File: src/rtl/lfsr_gen.sv
// -----------------------------------------------------------------------------
// lfsr_gen
//
// Parametrised Fibonacci LFSR pseudo-random word source with a valid/ready
// output stream. The state register is the output word. A word is offered
// while en is high, and the LFSR advances one step each time that word is
// accepted. A runtime seed can be loaded; a zero seed is replaced by SEED
// so the register never locks up. A one-cycle wrap pulse marks the return
// to the sequence start value.
//
// Parameters
//   WIDTH  state/output width, 3..32
//   TAPS   feedback mask, bit i set means state[i] feeds the XOR
//   SEED   non-zero reset and lockup-recovery value
//
// Ports
//   clk         in   1      clock, rising edge
//   rst         in   1      asynchronous active-high reset
//   en          in   1      run enable; low withdraws/withholds the word
//   load        in   1      load load_value into state and start this cycle
//   load_value  in   WIDTH  seed to load (zero is replaced by SEED)
//   out_ready   in   1      consumer accepts lfsr_out this cycle
//   out_valid   out  1      lfsr_out holds a word to be consumed
//   lfsr_out    out  WIDTH  current LFSR state
//   wrap        out  1      pulse: state has returned to the start value
//   lockup      out  1      pulse: a zero seed was replaced by SEED
// -----------------------------------------------------------------------------
module lfsr_gen #(
    parameter int unsigned      WIDTH = 8,
    parameter logic [WIDTH-1:0] TAPS  = WIDTH'(8'hB8),
    parameter logic [WIDTH-1:0] SEED  = '1
) (
    input  logic             clk,
    input  logic             rst,
    input  logic             en,
    input  logic             load,
    input  logic [WIDTH-1:0] load_value,
    input  logic             out_ready,
    output logic             out_valid,
    output logic [WIDTH-1:0] lfsr_out,
    output logic             wrap,
    output logic             lockup
);

    // Parameter sanity checks, evaluated at elaboration.
    if (WIDTH < 3 || WIDTH > 32) begin : g_bad_width
        $error("lfsr_gen: WIDTH must be in the range 3..32");
    end
    if (SEED == '0) begin : g_bad_seed
        $error("lfsr_gen: SEED must be non-zero");
    end

    logic [WIDTH-1:0] state_q, state_d;
    logic [WIDTH-1:0] start_q, start_d;
    logic             valid_q, valid_d;
    logic             wrap_q, wrap_d;
    logic             lockup_q, lockup_d;

    logic             fb;
    logic [WIDTH-1:0] step_val;
    logic             accept;
    logic             load_zero;
    logic [WIDTH-1:0] load_seed;

    // Fibonacci feedback: parity of the tapped bits shifts in at bit 0.
    assign fb        = ^(state_q & TAPS);
    assign step_val  = {state_q[WIDTH-2:0], fb};
    assign accept    = valid_q & out_ready;

    // A zero seed would freeze the register at zero forever.
    assign load_zero = (load_value == '0);
    assign load_seed = load_zero ? SEED : load_value;

    always_comb begin
        // NOTE: every next-state signal gets a default before any branch, so
        // no path leaves one unassigned and no latch is inferred.
        state_d  = state_q;
        start_d  = start_q;
        valid_d  = en;
        wrap_d   = 1'b0;
        lockup_d = 1'b0;

        if (load) begin
            // Load wins over a same-cycle accept: the word is consumed but
            // no advance is applied, and the new seed is offered next.
            state_d  = load_seed;
            start_d  = load_seed;
            valid_d  = 1'b0;
            lockup_d = load_zero;
        end else if (accept) begin
            state_d = step_val;
            wrap_d  = (step_val == start_q);
        end
        // Without an accept the state holds, so a stalled word is stable;
        // dropping en simply withdraws it at the next edge.
    end

    // NOTE: state registers use non-blocking assignments so every flop
    // samples the pre-edge values, independent of statement order.
    always_ff @(posedge clk or posedge rst) begin
        if (rst) begin
            state_q  <= SEED;
            start_q  <= SEED;
            valid_q  <= 1'b0;
            wrap_q   <= 1'b0;
            lockup_q <= 1'b0;
        end else begin
            state_q  <= state_d;
            start_q  <= start_d;
            valid_q  <= valid_d;
            wrap_q   <= wrap_d;
            lockup_q <= lockup_d;
        end
    end

    assign lfsr_out  = state_q;
    assign out_valid = valid_q;
    assign wrap      = wrap_q;
    assign lockup    = lockup_q;

endmodule

File: config.mk
export PLATFORM = sky130hd
export DESIGN_NAME = lfsr_gen
export DESIGN_NICKNAME = d
export VERILOG_FILES = /design/src/rtl/lfsr_gen.sv
export SDC_FILE = /design/constraint.sdc
export NUM_CORES = 1
export LEC_CHECK = 0
export CAP_MARGIN = 20
export CELL_PAD_IN_SITES_DETAIL_PLACEMENT = 1
export CELL_PAD_IN_SITES_GLOBAL_PLACEMENT = 2
export CORE_AREA = 2 2 57 59
export CTS_BUF_LIST = sky130_fd_sc_hd__clkbuf_4
export CTS_CLUSTER_DIAMETER = 40
export DETAILED_ROUTE_END_ITERATION = 10
export DIE_AREA = 0 0 59 61
export PLACE_DENSITY_LB_ADDON = 0.1
export SYNTH_ARGS = -nofsm -noshare
export SYNTH_HDL_FRONTEND = slang
export SYNTH_SLANG_ARGS = --single-unit
File: constraint.sdc
create_clock -name clk -period 3.3 [get_ports clk]
set_input_delay 0.66 -clock clk [delete_from_list [all_inputs] [get_ports clk]]
set_output_delay 0.66 -clock clk [all_outputs]
set_load 0.02 [all_outputs]
# Word-level counts from Yosys, hierarchy flattened
# Index checks and enable logic that the tools add are counted.
# Widths: inputs -> output; s select.
# word_totals
regBits	19
word_cells	17
output_inout_bits	11
in_bits	13
# classes
n_mux	7
reduce_logical	3
n_eq_ne	1
bitwise	1
# ops
op	n
$mux 8	3
$eq 8x8->1	1
$logic_not 8->1	1
$reduce_xor 8->1	1
$mux 1	4
$reduce_bool 2->1	1
$and 1x1->1	1

# Depth between registers and ports, before layout
# Gate-level depths: netlist (run 1).
# logic_depth
ltp_word	4
depth_mapped	5
mapped_depth_nobuf	4

# Worst setup path before layout (run 1)
# Ideal clock, no wire load.
# synth_path
path_type	input to register
startpoint	in load_value[7]
endpoint	reg state_q[2], in the netlist lfsr_out[2]
setup_ns	0.077
stages	4
path_buffers	0
arrival_time_ns	1.734
required_time_ns	3.223
setup_slack_ns	1.488
cell_sequence	or4_4 > nor3_4 > a21oi_1 > a31oi_1
# synth_between
elab_chain_len	3
# synth_lines
item	line	rtl
from (decl)	37	input logic [WIDTH-1:0] load_value,
$logic_not 8->1	71	assign load_zero = (load_value == '0);
$mux 8	72	assign load_seed = load_zero ? SEED : load_value;
$mux 8	83	if (load) begin
to (signal assigned)	108	state_q <= state_d;
to (decl)	53	logic [WIDTH-1:0] state_q, state_d;
# No other way between the ends.
# A chain may end at the register's enable or synchronous reset.

# Worst setup path in the final report (run 1)
# layout_path
startpoint	reg state_q[5], in the netlist lfsr_out[5]
endpoint	out lfsr_out[5]
# layout_rtl
item	line	rtl
to (decl)	40	output logic [WIDTH-1:0] lfsr_out,
# No word-level cell between the ends.

==> results.yml, run 1 <==
synth:
  yosys_warnings: 0
  synth_edf_count: 0
  synth_top_area_share: 0.442
  ys_types: 27
  yosysTopAreaCell: "dfstp_2"
  synth_cells: 94
  synthArstFlopShare: 1.00
  yosysSeqAreaShare: 0.521
  syn-num-nets: 107
  synth.area.top_cells: "dfstp_2, xnor2_1, dfrtp_1"
  synth_common_cells: "dfstp_2, nor2_1, xnor2_1"
  synth_ff_type: "dfstp_2"
  syn_avg_cell_area_um2: 10.1
  ys_ff_latch: 19
  yosysMostFrequentCell: "dfstp_2"
  syn-cell-area_um2: 951
power:
  power.density_nw_per_um2: 479
  p_seq_frac: 0.507
  irDropWorstVdd_uv: 134
  power.share.switching: 0.308
  power.clock.fraction: 0.220
  combPwrFrac: 0.273
  p_int_mw: 0.417
  finalPower_mw: 0.603
  switching_power_mw: 0.186
  p_leak_nw: 0.501
outcome:
  status: "completed"
routing:
  first_pass_iters: 3
  dr_total_vias: 754
  totalWireLength_mm: 2.36
  via_per_inst: 4.93
  drtIter0Drc: 20
  postRouteAntennaNets: 0
  drc: 0
  wl_per_cell_um: 15.4
die:
  die_area_um2: 3600
  die_h_um: 61
  fp-row-count: 20
  ios: 24
  core_area_um2: 2950
  start_util: 0.322
  die_w_um: 59
global_routing:
  grt_pass1_wl_mm: 3.91
  grt-ovfl-total: 0
  antenna_found_initial: 0
  first_global_vias: 757
  grtUsageTotal: 0.151
  grt_max_degree: 20
sta:
  setup_ws_ns: 1.10
  whs_ns: 0.489
  setup_tns_ns: 0
  post-route-period-util: 0.666
  rsz0062_at_grt: "no"
  tightest_slew_ns: 0.709
  slew_viol_final: 0
  layout_min_cycle_time_ns: 2.20
  skew_ns: 0.000517
  max_freq_mhz: 455
  setup_viol: 0
  hold_viol_final: 0
  relSlewSlack: 0.527
setup_path:
  path_max_fanout: 5
  worst-path-buf-inv: 1
  worstPathRequired_ns: 2.64
  slowest_delay_ns: 0.62
  worstPathArrival_ns: 1.54
  cp_top_family: "buffers and inverters"
  cp_cell_sequence: "clkdlybuf4s50_1"
  critPathCaptureType: "output pin"
  cp-start-kind: "flip-flop"
  crit_type: "flip-flop to output pin"
  critPathSlowestCell: "clkdlybuf4s50_1"
placement:
  place_inst: 149
  dp_hpwl_mm: 1.78
  numPortBuffers: 23
  place_worst_setup_slack_ns: 0.883
  gp_congestion: 0.720
cts:
  cts_hold_buf: 0
  cts_setup_buffers: 0
  clk_latency_ns: 0.31
  cts_tree: "built"
  clkSinkCount: 19
  root_buffer: "clkbuf_4"
  clkSlewWorstSetupHoldPaths_ns: 0.11
  cts.path.max_buffers: 2
  htreeDepth: 1
  cts_made_buffers: 3
  cts_resized: 0
finish:
  syn_to_final_growth_pct: 32.2
  stdcell_count: 153
  fillerInstances: 344
  multiInputGateArea_um2: 412
  diodes: 0
  nets: 134
  register_area_um2: 495
  drive_above_1_share: 0.225
flow_run:
  cap_violations: 0
worst_hold_path:
  hp-class: "flip-flop to flip-flop"
-- metal layers --
| layer | vias to the layer above | routed length [µm] | global-route usage |
|---|---|---|---|
| met5 | - | 0 | 0 |
| met4 | 0 | 44 | 0.0779 |
| met3 | 5 | 79 | 0.0277 |
| met2 | 17 | 1070 | 0.217 |
| met1 | 361 | 1170 | 0.217 |
| li1 | 371 | - | - |
-- final cells by class --
cell class	instances	share of cell area
multi-input cells	64	0.327
inverters	7	0.0209
clock buffers	4	0.0239
flip-flops and latches	19	0.394
well taps	33	0.0328
repair buffers	26	0.201
-- layout by cell type, fill, tap and decap left out, types with 2 or more instances in the layout --
| cell | synthesis | final |
|---|---|---|
| clkdlybuf4s50_1 | 0 | 23 |
| dfstp_2 | 16 | 16 |
| nor2_1 | 13 | 13 |
| xnor2_1 | 9 | 9 |
| inv_1 | 7 | 7 |
| nand2b_1 | 7 | 7 |
| o21ai_0 | 6 | 6 |
| a31oi_1 | 6 | 6 |
| a21oi_1 | 5 | 5 |
| clkbuf_4 | 0 | 4 |
| dfrtp_1 | 3 | 3 |
| buf_4 | 0 | 3 |
| nand2_1 | 2 | 2 |
| xor2_1 | 2 | 2 |
| nand4_1 | 2 | 2 |
-- final timing paths --
path	from	to	slack, ns	depth (start not counted)
hold / removal	start_q[4]	start_q[4]	0.49	2
setup reg to reg	lfsr_out[4]	wrap	1.87	4
hold reg to reg	start_q[4]	start_q[4]	0.49	2
setup / recovery	lfsr_out[5]	lfsr_out[5]	1.10	1
max in group asynchronous	rst	out_valid	2.10	2
min in group asynchronous	rst	wrap	0.76	2
-- power by group through the flow --
stage	combinational, mW	sequential (mW)	clock, mW
4_1_cts	0.167	0.307	0.138
2_1_floorplan	0.0810	0.322	0
3_3_place_gp	0.167	0.309	0
6_report	0.164	0.306	0.133
3_5_place_dp	0.166	0.310	0
5_1_grt	0.183	0.310	0.148
-- flip-flops by register name, indices dropped and copies added, names as in the netlist --
register	cells
out_valid	1
start_q	8
wrap	1
lockup	1
lfsr_out	8
-- cells by family (layout without fill, tap and decap cells) --
kind of cell | count (synthesis) | count (layout) | synth area share
XOR/XNOR | 11 | 11 | 0.101
flip-flops | 19 | 19 | 0.521
AND/OR/NAND/NOR | 31 | 31 | 0.189
AO/OA/AOI/OAI | 22 | 22 | 0.142
buffers and inverters | 11 | 37 | 0.0461
-- per-stage QoR --
step	cell area (µm²)	util
after floorplan	951	-
after global placement	1230	0.416
after detailed placement	1230	0.416
after CTS	1260	0.426
after global routing	1260	0.426
final	1260	0.426
Power figures use the tool's default switching activity.
==> run 2, diff against run 1 <==
--- a/config.mk
+++ b/config.mk
@@ -8,11 +8,11 @@
 export CAP_MARGIN = 20
 export CELL_PAD_IN_SITES_DETAIL_PLACEMENT = 1
 export CELL_PAD_IN_SITES_GLOBAL_PLACEMENT = 2
-export CORE_AREA = 2 2 57 59
+export CORE_AREA = 2 2 63 65
 export CTS_BUF_LIST = sky130_fd_sc_hd__clkbuf_4
 export CTS_CLUSTER_DIAMETER = 40
 export DETAILED_ROUTE_END_ITERATION = 10
-export DIE_AREA = 0 0 59 61
+export DIE_AREA = 0 0 65 67
 export PLACE_DENSITY_LB_ADDON = 0.1
 export SYNTH_ARGS = -nofsm -noshare
 export SYNTH_HDL_FRONTEND = slang
==> constraint.sdc (replaced) <==
create_clock -name clk -period 2 [get_ports clk]
set_input_delay 0.4 -clock clk [delete_from_list [all_inputs] [get_ports clk]]
set_output_delay 0.4 -clock clk [all_outputs]
set_load 0.02 [all_outputs]
==> run 2 against run 1 <==
Against the previous run:
- clock skew increased by 0.013 ns
- clock power increased by 53%
- sequential power increased by 64%
- core utilization decreased by 5.7 points
- critical path type unchanged
- global-route usage decreased by 1.3 points
- sequential share of layout area decreased by 2.1 points
- largest power group unchanged
==> results.yml, run 2 (synthesis gave the netlist of run 1 again) <==
setup_path:
  cp-start-kind: "flip-flop"
  reg2reg_from: "lfsr_out[3]"
  path_max_fanout: 5
  slowest_delay_ns: 0.63
  startpoint: "lfsr_out[5]"
  critPathCaptureType: "output pin"
  crit_type: "flip-flop to output pin"
  cp_cell_sequence: "clkdlybuf4s50_1"
  worst-path-buf-inv: 1
  cp_top_family: "buffers and inverters"
  r2r_cells: 4
  cp_num_cells: 1
  ff2ff_setup_slack_ns: 0.56
  worstPathArrival_ns: 1.53
  critPathSlowestCell: "clkdlybuf4s50_1"
  worstPathRequired_ns: 1.60
routing:
  totalWireLength_mm: 2.55
  via_per_inst: 4.42
  first_pass_iters: 4
  postRouteAntennaNets: 0
  wl_per_cell_um: 14.5
  dr_total_vias: 773
  drtIter0Drc: 20
  drc: 0
sta:
  relSlewSlack: 0.804
  slew_viol_final: 0
  post-route-period-util: 0.965
  setup_ws_ns: 0.0702
  whs_ns: 0.408
  skew_ns: 0.0135
  setup_viol: 0
  max_freq_mhz: 518
  rsz0062_at_grt: "no"
  hold_viol_final: 0
  tightest_slew_ns: 0.291
  layout_min_cycle_time_ns: 1.93
power:
  irDropWorstVdd_uv: 287
  power.density_nw_per_um2: 745
  p_leak_nw: 0.543
  finalPower_mw: 0.990
placement:
  dp_hpwl_mm: 2.01
  numPortBuffers: 23
  gp_congestion: 0.747
  placed_area_um2: 1300
  place_worst_setup_slack_ns: -0.0655
global_routing:
  grt-ovfl-total: 0
  grtUsageTotal: 0.138
  grt_max_degree: 20
  first_global_vias: 893
  grt_pass1_wl_mm: 4.42
  antenna_found_initial: 0
cts:
  clkSlewWorstSetupHoldPaths_ns: 0.12
  clk_latency_ns: 0.31
  clkSinkCount: 19
  cts_setup_buffers: 0
  cts_tree: "built"
  cts_made_buffers: 3
  root_buffer: "clkbuf_4"
  cts.path.max_buffers: 2
  htreeDepth: 1
finish:
  register_area_um2: 495
  nets: 141
  layout_common_cells: "clkdlybuf4s50_1, dfstp_2, nor2_1, buf_4, xnor2_1"
  multiInputGateArea_um2: 412
  fin_area_um2: 1330
  fillerInstances: 412
  diodes: 0
  syn_to_final_growth_pct: 39.7
  drive_above_1_share: 0.268
  final_common_cell: "clkdlybuf4s50_1"
die:
  die_w_um: 65
  fp-row-count: 22
  die_area_um2: 4360
  ios: 24
  die_h_um: 67
  core_area_um2: 3610
  start_util: 0.264
outcome:
  status: "completed"
flow_run:
  cap_violations: 0
worst_hold_path:
  hp-class: "input pin to asynchronous set/reset pin"
==> run 2: cell count changes in the layout (fill, tap and decap cells not counted), sizes merged <==
cell	previous run	this run
clkinv	0	1
dlymetal6s2s	0	1
clkdlybuf4s50	23	22
buf	3	10
clkbuf	4	3
==> run 2: report_power, final <==
group	total, mW	leakage [nW]	switching (mW)	internal (mW)
registers	0.503	0.209	0.0482	0.455
clock network	0.204	0.0177	0.129	0.0747
logic	0.283	0.317	0.136	0.148
==> run 2: path summary, 6_finish.rpt <==
path | to
worst max-delay path | lfsr_out[5]
worst min-delay path | wrap
worst max register to register | lfsr_out[0]
worst min register to register | start_q[6]
max in group asynchronous | start_q[5]
min in group clk | start_q[6]
==> run 2: through the flow <==
step,utilization,cells,setup TNS (ns)
2_1_floorplan,-,94,0
3_3_place_gp,0.360,171,-0.120
3_5_place_dp,0.360,171,-0.271
4_1_cts,0.368,175,0
5_1_grt,0.368,175,0
6_report,0.368,175,0
==> run 2: cell type report <==
cell class | instances | area share
clock buffers | 3 | 0.0169
clock inverters | 1 | 0.00377
inverters | 7 | 0.0198
multi-input cells | 64 | 0.310
flip-flops and latches | 19 | 0.373
well taps | 48 | 0.0452
repair buffers | 33 | 0.232
==> run 2: routing by layer <==
| layer | global-route usage | part of all wire |
|---|---|---|
| met5 | 0 | 0 |
| met4 | 0.0638 | 0.016 |
| met3 | 0.0220 | 0.024 |
| met2 | 0.227 | 0.47 |
| met1 | 0.178 | 0.48 |
==> run 2: timing repair <==
action	4_1_cts	5_1_grt
setup endpoints to repair	0	1
gates resized for setup	0	1
hold buffers	0	0
==> run 3, diff against run 2 <==
--- a/config.mk
+++ b/config.mk
@@ -13,7 +13,8 @@
 export CTS_CLUSTER_DIAMETER = 40
 export DETAILED_ROUTE_END_ITERATION = 10
 export DIE_AREA = 0 0 65 67
-export PLACE_DENSITY_LB_ADDON = 0.1
+export GPL_TIMING_DRIVEN = 0
+export PLACE_DENSITY = 0.72
 export SYNTH_ARGS = -nofsm -noshare
 export SYNTH_HDL_FRONTEND = slang
 export SYNTH_SLANG_ARGS = --single-unit
==> run 3 against run 2 <==
Against the previous run:
- fmax is 0.31% higher
- sequential power hardly changed
- global-route usage is 0.75 points lower
- wire length is 4.0% lower
- clock-buffer cell count is 1 higher
- die area stayed put
- worst setup slack better by 0.0060 ns
- sequential share of layout area is 2.0 points higher
- clock power hardly changed
- flip-flop and latch count stayed put
- critical path type unchanged
==> results.yml, run 3 (synthesis gave the netlist of run 1 again) <==
sta:
  hold_viol_final: 0
  rsz0062_at_grt: "no"
  setup_viol: 0
  skew_ns: 0.00492
  tightest_slew_ns: 0.726
  slew_viol_final: 0
  post-route-period-util: 0.962
  max_freq_mhz: 520
  whs_ns: 0.461
  relSlewSlack: 0.515
  layout_min_cycle_time_ns: 1.92
placement:
  place_inst: 164
  dp_hpwl_mm: 1.92
  gp_congestion: 0.737
  numPortBuffers: 22
die:
  die_area_um2: 4360
  core_area_um2: 3610
  ios: 24
  die_h_um: 67
  start_util: 0.264
  die_w_um: 65
  fp-row-count: 22
power:
  p_seq_frac: 0.512
  power.clock.fraction: 0.209
  switching_power_mw: 0.297
  power.share.switching: 0.303
  irDropWorstVdd_uv: 293
  p_int_mw: 0.684
  combPwrFrac: 0.280
  p_leak_nw: 0.493
  power.density_nw_per_um2: 778
cts:
  clk_latency_ns: 0.29
  cts.path.max_buffers: 2
  cts_tree: "built"
  cts_resized: 0
  cts_setup_buffers: 0
  clkSinkCount: 19
  htreeDepth: 1
  cts_hold_buf: 0
  clkSlewWorstSetupHoldPaths_ns: 0.10
  cts_made_buffers: 3
  root_buffer: "clkbuf_4"
routing:
  wl_per_cell_um: 14.5
  drc: 0
  via_per_inst: 4.45
  totalWireLength_mm: 2.44
  dr_total_vias: 747
  drtIter0Drc: 30
  postRouteAntennaNets: 0
  first_pass_iters: 4
finish:
  final_common_cell: "clkdlybuf4s50_1"
  drive_above_1_share: 0.217
  multiInputGateArea_um2: 412
  stdcell_count: 168
  layout_common_cells: "clkdlybuf4s50_1, dfstp_2, nor2_1, xnor2_1"
  nets: 134
  diodes: 0
  register_area_um2: 495
  syn_to_final_growth_pct: 32.6
  fillerInstances: 431
flow_run:
  cap_violations: 0
setup_path:
  cp-start-kind: "flip-flop"
  slowest_delay_ns: 0.62
  cp_top_family: "flip-flops"
  worst-path-buf-inv: 1
  cp_cell_sequence: "clkdlybuf4s50_1"
  path_max_fanout: 5
  worstPathRequired_ns: 1.60
  worstPathArrival_ns: 1.52
  crit_type: "flip-flop to output pin"
  critPathSlowestCell: "dfstp_2"
  critPathCaptureType: "output pin"
global_routing:
  grt_pass1_wl_mm: 4.24
  first_global_vias: 862
  grtUsageTotal: 0.131
  grt-ovfl-total: 0
  antenna_found_initial: 0
  grt_max_degree: 20
outcome:
  status: "completed"
worst_hold_path:
  hp-class: "input pin to flip-flop"
[run 3: cell count changes in the layout (fill, tap and decap cells not counted), sizes merged]
| cell | change |
|---|---|
| clkinv | -1 |
| dlymetal6s2s | -1 |
| buf | -7 |
| clkbuf | +2 |
[run 3: worst paths after layout]
kind / start / end / slack (ns) / cells past startpoint
max in group asynchronous: rst / lockup / 1.02 / 2
max: lfsr_out[3] / lfsr_out[3] / 0.08 / 1
min reg2reg: start_q[1] / start_q[1] / 0.48 / 2
max reg2reg: lfsr_out[5] / wrap / 0.51 / 4
min: load / start_q[0] / 0.46 / 3
min in group asynchronous: rst / wrap / 0.52 / 2
[run 3: metrics by stage]
stage / cell area (µm²) / setup TNS (ns) / setup WS, ns / utilization / total power, mW
after floorplan: 951 / 0 / 0.448 / - / 0.664
after global placement: 1230 / -0.837 / -0.138 / 0.341 / 0.785
after detailed placement: 1230 / -0.964 / -0.134 / 0.341 / 0.789
after CTS: 1260 / 0 / 0.0552 / 0.350 / 0.999
after global routing: 1260 / 0 / 0.0157 / 0.350 / 1.04
final: 1260 / 0 / 0.0761 / 0.350 / 0.981
[run 3: power groups by stage]
stage / Combinational [mW] / Clock, mW / Sequential [mW]
floorplan: 0.134 / 0 / 0.531
global placement: 0.278 / 0 / 0.507
detailed placement: 0.278 / 0 / 0.511
CTS: 0.280 / 0.215 / 0.504
global route: 0.298 / 0.234 / 0.511
finish: 0.274 / 0.205 / 0.502
[run 3: cell type report]
| type | count | share of cell area |
|---|---|---|
| Multi-Input combinational cell | 64 | 0.326 |
| Clock buffer | 4 | 0.0238 |
| Sequential cell | 19 | 0.393 |
| Tap cell | 48 | 0.0476 |
| Inverter | 7 | 0.0208 |
| Buffer | 4 | 0.0139 |
| Timing Repair Buffer | 22 | 0.175 |
[run 3: per-layer routing]
metal | global-route usage | part of all wire | vias to the layer above
met5 | 0 | 0 | -
met1 | 0.166 | 0.45 | 361
met2 | 0.228 | 0.50 | 15
met4 | 0.0319 | 0.011 | 0
li1 | - | - | 369
met3 | 0.0253 | 0.032 | 2
